[src/rtl/serial_link_pkg.sv]
// Shared types for the serial link PHY: per-channel TX config and FSM state.
// Field widths are upper bounds; narrower top-level config ports are zero-extended.
package serial_link_pkg;

  localparam int unsigned PhyTxCntW  = 8;
  localparam int unsigned PhyTxTailW = 8;

  typedef enum logic [1:0] {
    Idle = 2'd0,
    Run  = 2'd1,
    Tail = 2'd2
  } phy_tx_state_e;

  typedef struct packed {
    logic [PhyTxCntW-1:0]  clk_div;
    logic [PhyTxCntW-1:0]  shift_start;
    logic [PhyTxCntW-1:0]  shift_end;
    logic                  ddr_en;
    logic [PhyTxTailW-1:0] tail;
  } phy_tx_cfg_t;

  // A beat period shorter than two cycles cannot hold both clock edges.
  function automatic logic [PhyTxCntW-1:0] phy_tx_sanitize_div(input logic [PhyTxCntW-1:0] div);
    return (div < PhyTxCntW'(2)) ? PhyTxCntW'(2) : div;
  endfunction

endpackage

[src/rtl/serial_link_phy_tx_chan.sv]
// One TX channel: handshake, period counter, beat register, lane mux and
// forwarded-clock toggle flop, with an optional clock tail after the last beat.
module serial_link_phy_tx_chan
  import serial_link_pkg::*;
#(
  parameter int unsigned NumLanes = 8
) (
  input  logic                  clk_i,
  input  logic                  rst_ni,
  input  phy_tx_cfg_t           cfg_i,
  input  logic                  en_i,
  input  logic [2*NumLanes-1:0] data_i,
  input  logic                  valid_i,
  output logic                  ready_o,
  output logic                  phy_clk_o,
  output logic [NumLanes-1:0]   phy_data_o,
  output logic                  busy_o
);

  phy_tx_state_e         state_q, state_d;
  phy_tx_cfg_t           cfg_q, cfg_d;
  logic [PhyTxCntW-1:0]  cnt_q, cnt_d;
  logic [PhyTxTailW-1:0] tail_cnt_q, tail_cnt_d;
  logic [2*NumLanes-1:0] beat_q, beat_d;
  logic                  clk_q, clk_d;
  logic [NumLanes-1:0]   data_q, data_d;

  logic period_end;
  logic accept;
  logic shift_hit;
  logic high_half;

  assign period_end = (state_q != Idle) && (cnt_q == (cfg_q.clk_div - PhyTxCntW'(1)));
  // Ready is forced low while reset is asserted so nothing is accepted into a held FSM.
  assign ready_o    = rst_ni & en_i & ((state_q == Idle) | period_end);
  assign accept     = valid_i & ready_o;
  assign shift_hit  = (cnt_q == cfg_q.shift_start) | (cnt_q == cfg_q.shift_end);

  always_comb begin
    state_d    = state_q;
    cfg_d      = cfg_q;
    cnt_d      = cnt_q;
    tail_cnt_d = tail_cnt_q;
    beat_d     = beat_q;
    if (accept) begin
      beat_d = data_i;
    end

    unique case (state_q)
      Idle: begin
        cnt_d = '0;
        if (accept) begin
          state_d       = Run;
          cfg_d         = cfg_i;
          cfg_d.clk_div = phy_tx_sanitize_div(cfg_i.clk_div);
        end
      end
      Run, Tail: begin
        cnt_d = period_end ? '0 : cnt_q + PhyTxCntW'(1);
        if (period_end) begin
          if (accept) begin
            state_d = Run;
          end else if (state_q == Run) begin
            if (cfg_q.tail == '0) begin
              state_d = Idle;
            end else begin
              state_d    = Tail;
              tail_cnt_d = cfg_q.tail;
            end
          end else begin
            tail_cnt_d = tail_cnt_q - PhyTxTailW'(1);
            if (tail_cnt_q == PhyTxTailW'(1)) begin
              state_d = Idle;
            end
          end
        end
      end
      default: begin
        state_d = Idle;
        cnt_d   = '0;
      end
    endcase
  end

  // Lane/clock outputs are computed from next-cycle state so the registered
  // lanes line up with the counter value they belong to.
  always_comb begin
    clk_d     = clk_q;
    data_d    = '0;
    high_half = cfg_d.ddr_en && (cnt_d >= (cfg_d.clk_div >> 1));
    if ((state_q == Idle) || (state_d == Idle)) begin
      clk_d = 1'b1;
    end else if (shift_hit) begin
      clk_d = ~clk_q;
    end
    if (state_d == Run) begin
      data_d = high_half ? beat_d[2*NumLanes-1:NumLanes] : beat_d[NumLanes-1:0];
    end
  end

  always_ff @(posedge clk_i or negedge rst_ni) begin
    if (!rst_ni) begin
      state_q    <= Idle;
      cfg_q      <= '0;
      cnt_q      <= '0;
      tail_cnt_q <= '0;
      beat_q     <= '0;
      clk_q      <= 1'b1;
      data_q     <= '0;
    end else begin
      state_q    <= state_d;
      cfg_q      <= cfg_d;
      cnt_q      <= cnt_d;
      tail_cnt_q <= tail_cnt_d;
      beat_q     <= beat_d;
      clk_q      <= clk_d;
      data_q     <= data_d;
    end
  end

  assign phy_clk_o  = clk_q;
  assign phy_data_o = data_q;
  assign busy_o     = (state_q != Idle);

endmodule

[src/rtl/serial_link_phy_tx_mc.sv]
// Multi-channel source-synchronous TX PHY: independent channels sharing one
// runtime configuration, each forwarding its own clock alongside its lanes.
module serial_link_phy_tx_mc
  import serial_link_pkg::*;
#(
  parameter  int unsigned NumChannels = 1,
  parameter  int unsigned NumLanes    = 8,
  parameter  int unsigned MaxClkDiv   = 32,
  parameter  int unsigned TailW       = 4,
  localparam int unsigned CW          = $clog2(MaxClkDiv) + 1
) (
  input  logic                            clk_i,
  input  logic                            rst_ni,
  input  logic [CW-1:0]                   cfg_clk_div_i,
  input  logic [CW-1:0]                   cfg_shift_start_i,
  input  logic [CW-1:0]                   cfg_shift_end_i,
  input  logic                            cfg_ddr_en_i,
  input  logic [TailW-1:0]                cfg_tail_i,
  input  logic [NumChannels-1:0]          chan_en_i,
  input  logic [NumChannels*2*NumLanes-1:0] data_i,
  input  logic [NumChannels-1:0]          valid_i,
  output logic [NumChannels-1:0]          ready_o,
  output logic [NumChannels-1:0]          phy_clk_o,
  output logic [NumChannels*NumLanes-1:0] phy_data_o,
  output logic [NumChannels-1:0]          busy_o
);

  phy_tx_cfg_t cfg;

  // CW and TailW must not exceed the package field widths.
  assign cfg.clk_div     = PhyTxCntW'(cfg_clk_div_i);
  assign cfg.shift_start = PhyTxCntW'(cfg_shift_start_i);
  assign cfg.shift_end   = PhyTxCntW'(cfg_shift_end_i);
  assign cfg.ddr_en      = cfg_ddr_en_i;
  assign cfg.tail        = PhyTxTailW'(cfg_tail_i);

  for (genvar gi = 0; gi < NumChannels; gi++) begin : g_chan
    serial_link_phy_tx_chan #(
      .NumLanes (NumLanes)
    ) u_chan (
      .clk_i      (clk_i),
      .rst_ni     (rst_ni),
      .cfg_i      (cfg),
      .en_i       (chan_en_i[gi]),
      .data_i     (data_i[gi*2*NumLanes +: 2*NumLanes]),
      .valid_i    (valid_i[gi]),
      .ready_o    (ready_o[gi]),
      .phy_clk_o  (phy_clk_o[gi]),
      .phy_data_o (phy_data_o[gi*NumLanes +: NumLanes]),
      .busy_o     (busy_o[gi])
    );
  end

endmodule

[config.mk]
export PLATFORM = sky130hd
export DESIGN_NAME = serial_link_phy_tx_mc
export DESIGN_NICKNAME = d
export VERILOG_FILES = /design/src/rtl/serial_link_pkg.sv /design/src/rtl/serial_link_phy_tx_chan.sv /design/src/rtl/serial_link_phy_tx_mc.sv
export SDC_FILE = /design/constraint.sdc
export NUM_CORES = 1
export LEC_CHECK = 0
export CORE_UTILIZATION = 49
export CTS_CLUSTER_SIZE = 30
export DETAILED_ROUTE_END_ITERATION = 10
export PLACE_DENSITY = 0.76
export SLEW_MARGIN = 20
export SYNTH_ARGS = -nofsm -noshare
export SYNTH_HDL_FRONTEND = slang
export SYNTH_SLANG_ARGS = --single-unit
[constraint.sdc]
create_clock -name clk_i -period 4.1 [get_ports clk_i]
set_input_delay 0.82 -clock clk_i [delete_from_list [all_inputs] [get_ports clk_i]]
set_output_delay 0.82 -clock clk_i [all_outputs]
set_load 0.02 [all_outputs]
==> flow_summary.json <==
{
  "status": "completed",
  "preCtsSetupSlack_ns": -0.2238,
  "synth_mux_area_frac": 0.1190,
  "p_int_mw": 2.017,
  "post-route-min-period_ns": 3.847,
  "post-dp-hpwl_um": 5308,
  "drtAntennaViolNets": 0,
  "final_cell_mix": "dfrtp_1 (67), clkdlybuf4s50_1 (51), mux2_2 (33)",
  "firstDrtPassIters": 4,
  "p_switching_mw": 1.088,
  "synth_xor_xnor_area_share": 0.06918,
  "grt_setup_unrepaired": "no",
  "die_area_um2": 7578,
  "drv_slew": 0,
  "fin_tns_setup_ns": 0,
  "fin_nets": 443,
  "min_delay_path_depth": 1,
  "synth_top_family_by_area": "simple AND/OR/NAND/NOR gates",
  "critPathLaunchType": "flop",
  "rr_worst_depth": 14,
  "grtUsageTotal": 0.2166,
  "synthesis.nets": 377,
  "place.gp.congestion": 0.8632,
  "r2r-start": "g_chan[0].u_chan.cfg_q[28]",
  "setup_violations": 0,
  "hold_violations": 0,
  "drc": 0,
  "io_pins": 54,
  "cts_tree": "yes",
  "ys.flop_type": "dfrtp_1",
  "synth_compound_area_frac": 0.1070,
  "grt_pass1_wl_um": 12430,
  "final_common_cell": "dfrtp_1",
  "vias_per_cell": 5.304,
  "p_clk_frac": 0.219,
  "initial_core_util": 0.5132,
  "relSlewSlack": 0.4265,
  "coreArea_um2": 6907,
  "synth_edf_count": 0,
  "power_mw": 3.105,
  "worstHoldStart": "g_chan[0].u_chan.beat_q[14]",
  "die_w_um": 87.05,
  "worst_slew_pin_slew_ns": 0.8603,
  "yosys.area_share.adder": 0.04942,
  "cts.sinks": 68,
  "n_fill_cell": 543,
  "power_density_nw_per_um2": 689.4,
  "reg2reg_to": "g_chan[0].u_chan.phy_data_o[7]",
  "final_cell_area_um2": 4504,
  "initialDrtViolationCount": 134,
  "worst_slack_ns": 0.2535,
  "clk_pin_slew_worst_paths_ns": 0.08,
  "crit_arrival_ns": 4.07,
  "wl_per_cell_um": 15.17,
  "postSynthCellCount": 320,
  "dr_total_vias": 2583,
  "required_ns": 4.33,
  "min_period_over_period": 0.9382,
  "synth_seq_cells": 68,
  "num_rows": 30,
  "max_freq_mhz": 260.0,
  "first_global_vias": 2679,
  "ir_drop_uv": 381.5,
  "synth-simple-area-share": 0.1324,
  "area_delta_synth_final_pct": 27.07,
  "combPwrFrac": 0.424,
  "max_cap_viol_count": 0,
  "worstHoldEndpoint": "g_chan[0].u_chan.beat_q[14]",
  "drive_above_1_share": 0.1995,
  "seq_area_um2": 1703,
  "totalWireLength_um": 7387,
  "io_buffers": 53,
  "cts_buffer_depth": 2,
  "seq_area_frac_synth": 0.4804,
  "ys_warn_count": 0,
  "endpoint_kind": "flop",
  "skew_ns": 0.007441,
  "die_h_um": 87.05,
  "power_switching_share": 0.3504,
  "setup.worst_path.class": "flop to flop",
  "grt_max_degree": 71,
  "r2r_slack_ns": 0.25,
  "dpl_cell_area_um2": 4238,
  "postCtsSetupBuffers": 0,
  "leakage_nw": 2.064,
  "grt_overflow_total": 0,
  "ctsRootBufferMaster": "clkbuf_8",
  "cts_made_buffers": 9,
  "synth_area_um2": 3545,
  "synth.distinct_cells": 50,
  "grt_antenna_before_repair": 0,
  "antenna_cells": 0,
  "async_flop_share": 1.000,
  "htree_levels": 3,
  "worst-path-max-fanout": 15,
  "multiInputGateArea_um2": 1707,
  "clkLatencyLatePin_ns": 0.34,
  "hold_class": "flop to flop",
  "syn_avg_cell_area_um2": 11.08,
  "seqPwrFrac": 0.357
}
power groups by stage:
| stage | Combinational [mW] | Clock [mW] | Sequential, mW |
|---|---|---|---|
| floorplan | 0.905 | 0 | 1.11 |
| global placement | 1.26 | 0 | 1.11 |
| detailed placement | 1.30 | 0 | 1.12 |
| CTS | 1.31 | 0.690 | 1.11 |
| global route | 1.46 | 0.723 | 1.14 |
| finish | 1.32 | 0.682 | 1.11 |
synth_stat cells (all sizes together), types with 7 or more instances:
| library cell | n | area, um^2 |
|---|---|---|
| dfrtp | 67 | 1677 |
| mux2 | 33 | 371.6 |
| inv | 21 | 78.83 |
| nand2 | 16 | 60.06 |
| xnor2 | 15 | 131.4 |
| ha | 14 | 175.2 |
| a21oi | 13 | 65.06 |
| xor2 | 13 | 113.9 |
| nor2 | 12 | 45.04 |
| nand3 | 11 | 60.06 |
| clkbuf | 10 | 37.54 |
| o21ai | 10 | 53.80 |
| o211a | 8 | 80.08 |
| nand2b | 7 | 43.79 |
| nor3 | 7 | 35.03 |
| or3 | 7 | 43.79 |
metal layers:
| metal | track usage | vias to the layer above | part of all wire |
|---|---|---|---|
| met5 | 0 | - | 0 |
| met4 | 0.07879 | 0 | 0.017 |
| met3 | 0.05024 | 11 | 0.035 |
| met2 | 0.3686 | 39 | 0.49 |
| met1 | 0.2694 | 1274 | 0.46 |
| li1 | - | 1259 | - |
what timing repair did:
item,4_1_cts,5_1_grt
hold buffers,0,0
gates resized for setup,1,3
setup endpoints to repair,8,9
endpoints found under the hold margin,0,0
worst max path at each step:
stage                                    start  cells after the start                             end  slack, ns
floorplan           g_chan[0].u_chan.cfg_q[28]                     17  g_chan[0].u_chan.phy_data_o[5]      0.006
global placement    g_chan[0].u_chan.cfg_q[28]                     15  g_chan[0].u_chan.phy_data_o[1]      -0.08
detailed placement  g_chan[0].u_chan.cfg_q[28]                     15  g_chan[0].u_chan.phy_data_o[6]      -0.22
CTS                 g_chan[0].u_chan.cfg_q[28]                      7                         ready_o       0.08
global route        g_chan[0].u_chan.cfg_q[28]                     15  g_chan[0].u_chan.phy_data_o[4]       0.03
finish              g_chan[0].u_chan.cfg_q[28]                     14  g_chan[0].u_chan.phy_data_o[7]       0.25
registers in the layout (all words and copies together) (netlist names):
register and cells:
g_chan.u_chan.tail_cnt_q 8, g_chan.u_chan.beat_q 16, g_chan.u_chan.phy_data_o 8, g_chan.u_chan.cnt_q 8, g_chan.u_chan.state_q 2, g_chan.u_chan.phy_clk_o 1, g_chan.u_chan.cfg_q 25
area by class of cell:
type | count | area share
Tap cell | 96 | 0.02667
Clock buffer | 9 | 0.02750
Inverter | 21 | 0.01750
Sequential cell | 68 | 0.3781
Clock inverter | 7 | 0.02750
Timing Repair Buffer | 69 | 0.1439
Multi-Input combinational cell | 217 | 0.3789
critical path: stages, from the launching register on:
cell and delay, ns:
dfrtp_1 0.38, or4_4 0.53, or4b_1 0.49, a311oi_2 0.35, nand4b_4 0.13, o21ai_1 0.27, nor2_1 0.12, ha_1 0.33
a21oi_1 0.14, o21ai_0 0.10, nand3_1 0.09, a21oi_1 0.07, a211oi_2 0.30, a21oi_4 0.18, o211a_1 0.26
per-stage QoR:
step	util	hold WS, ns	std cells
after floorplan	-	0.4632	320
after global placement	0.6136	0.4783	471
after detailed placement	0.6136	0.4848	471
after CTS	0.6500	0.5043	487
after global routing	0.6522	0.5186	487
final	0.6522	0.5022	487
cell families (layout without fill, tap and decap cells):
kind of cell             Yosys count  in the layout
AO/OA/AOI/OAI                     54             54
XOR/XNOR                          28             28
adder cells (fa/ha/maj)           14             14
buffers and inverters             35            106
flip-flops                        68             68
multiplexers                      38             38
AND/OR/NAND/NOR                   83             83
Power figures use the tool's default switching activity.
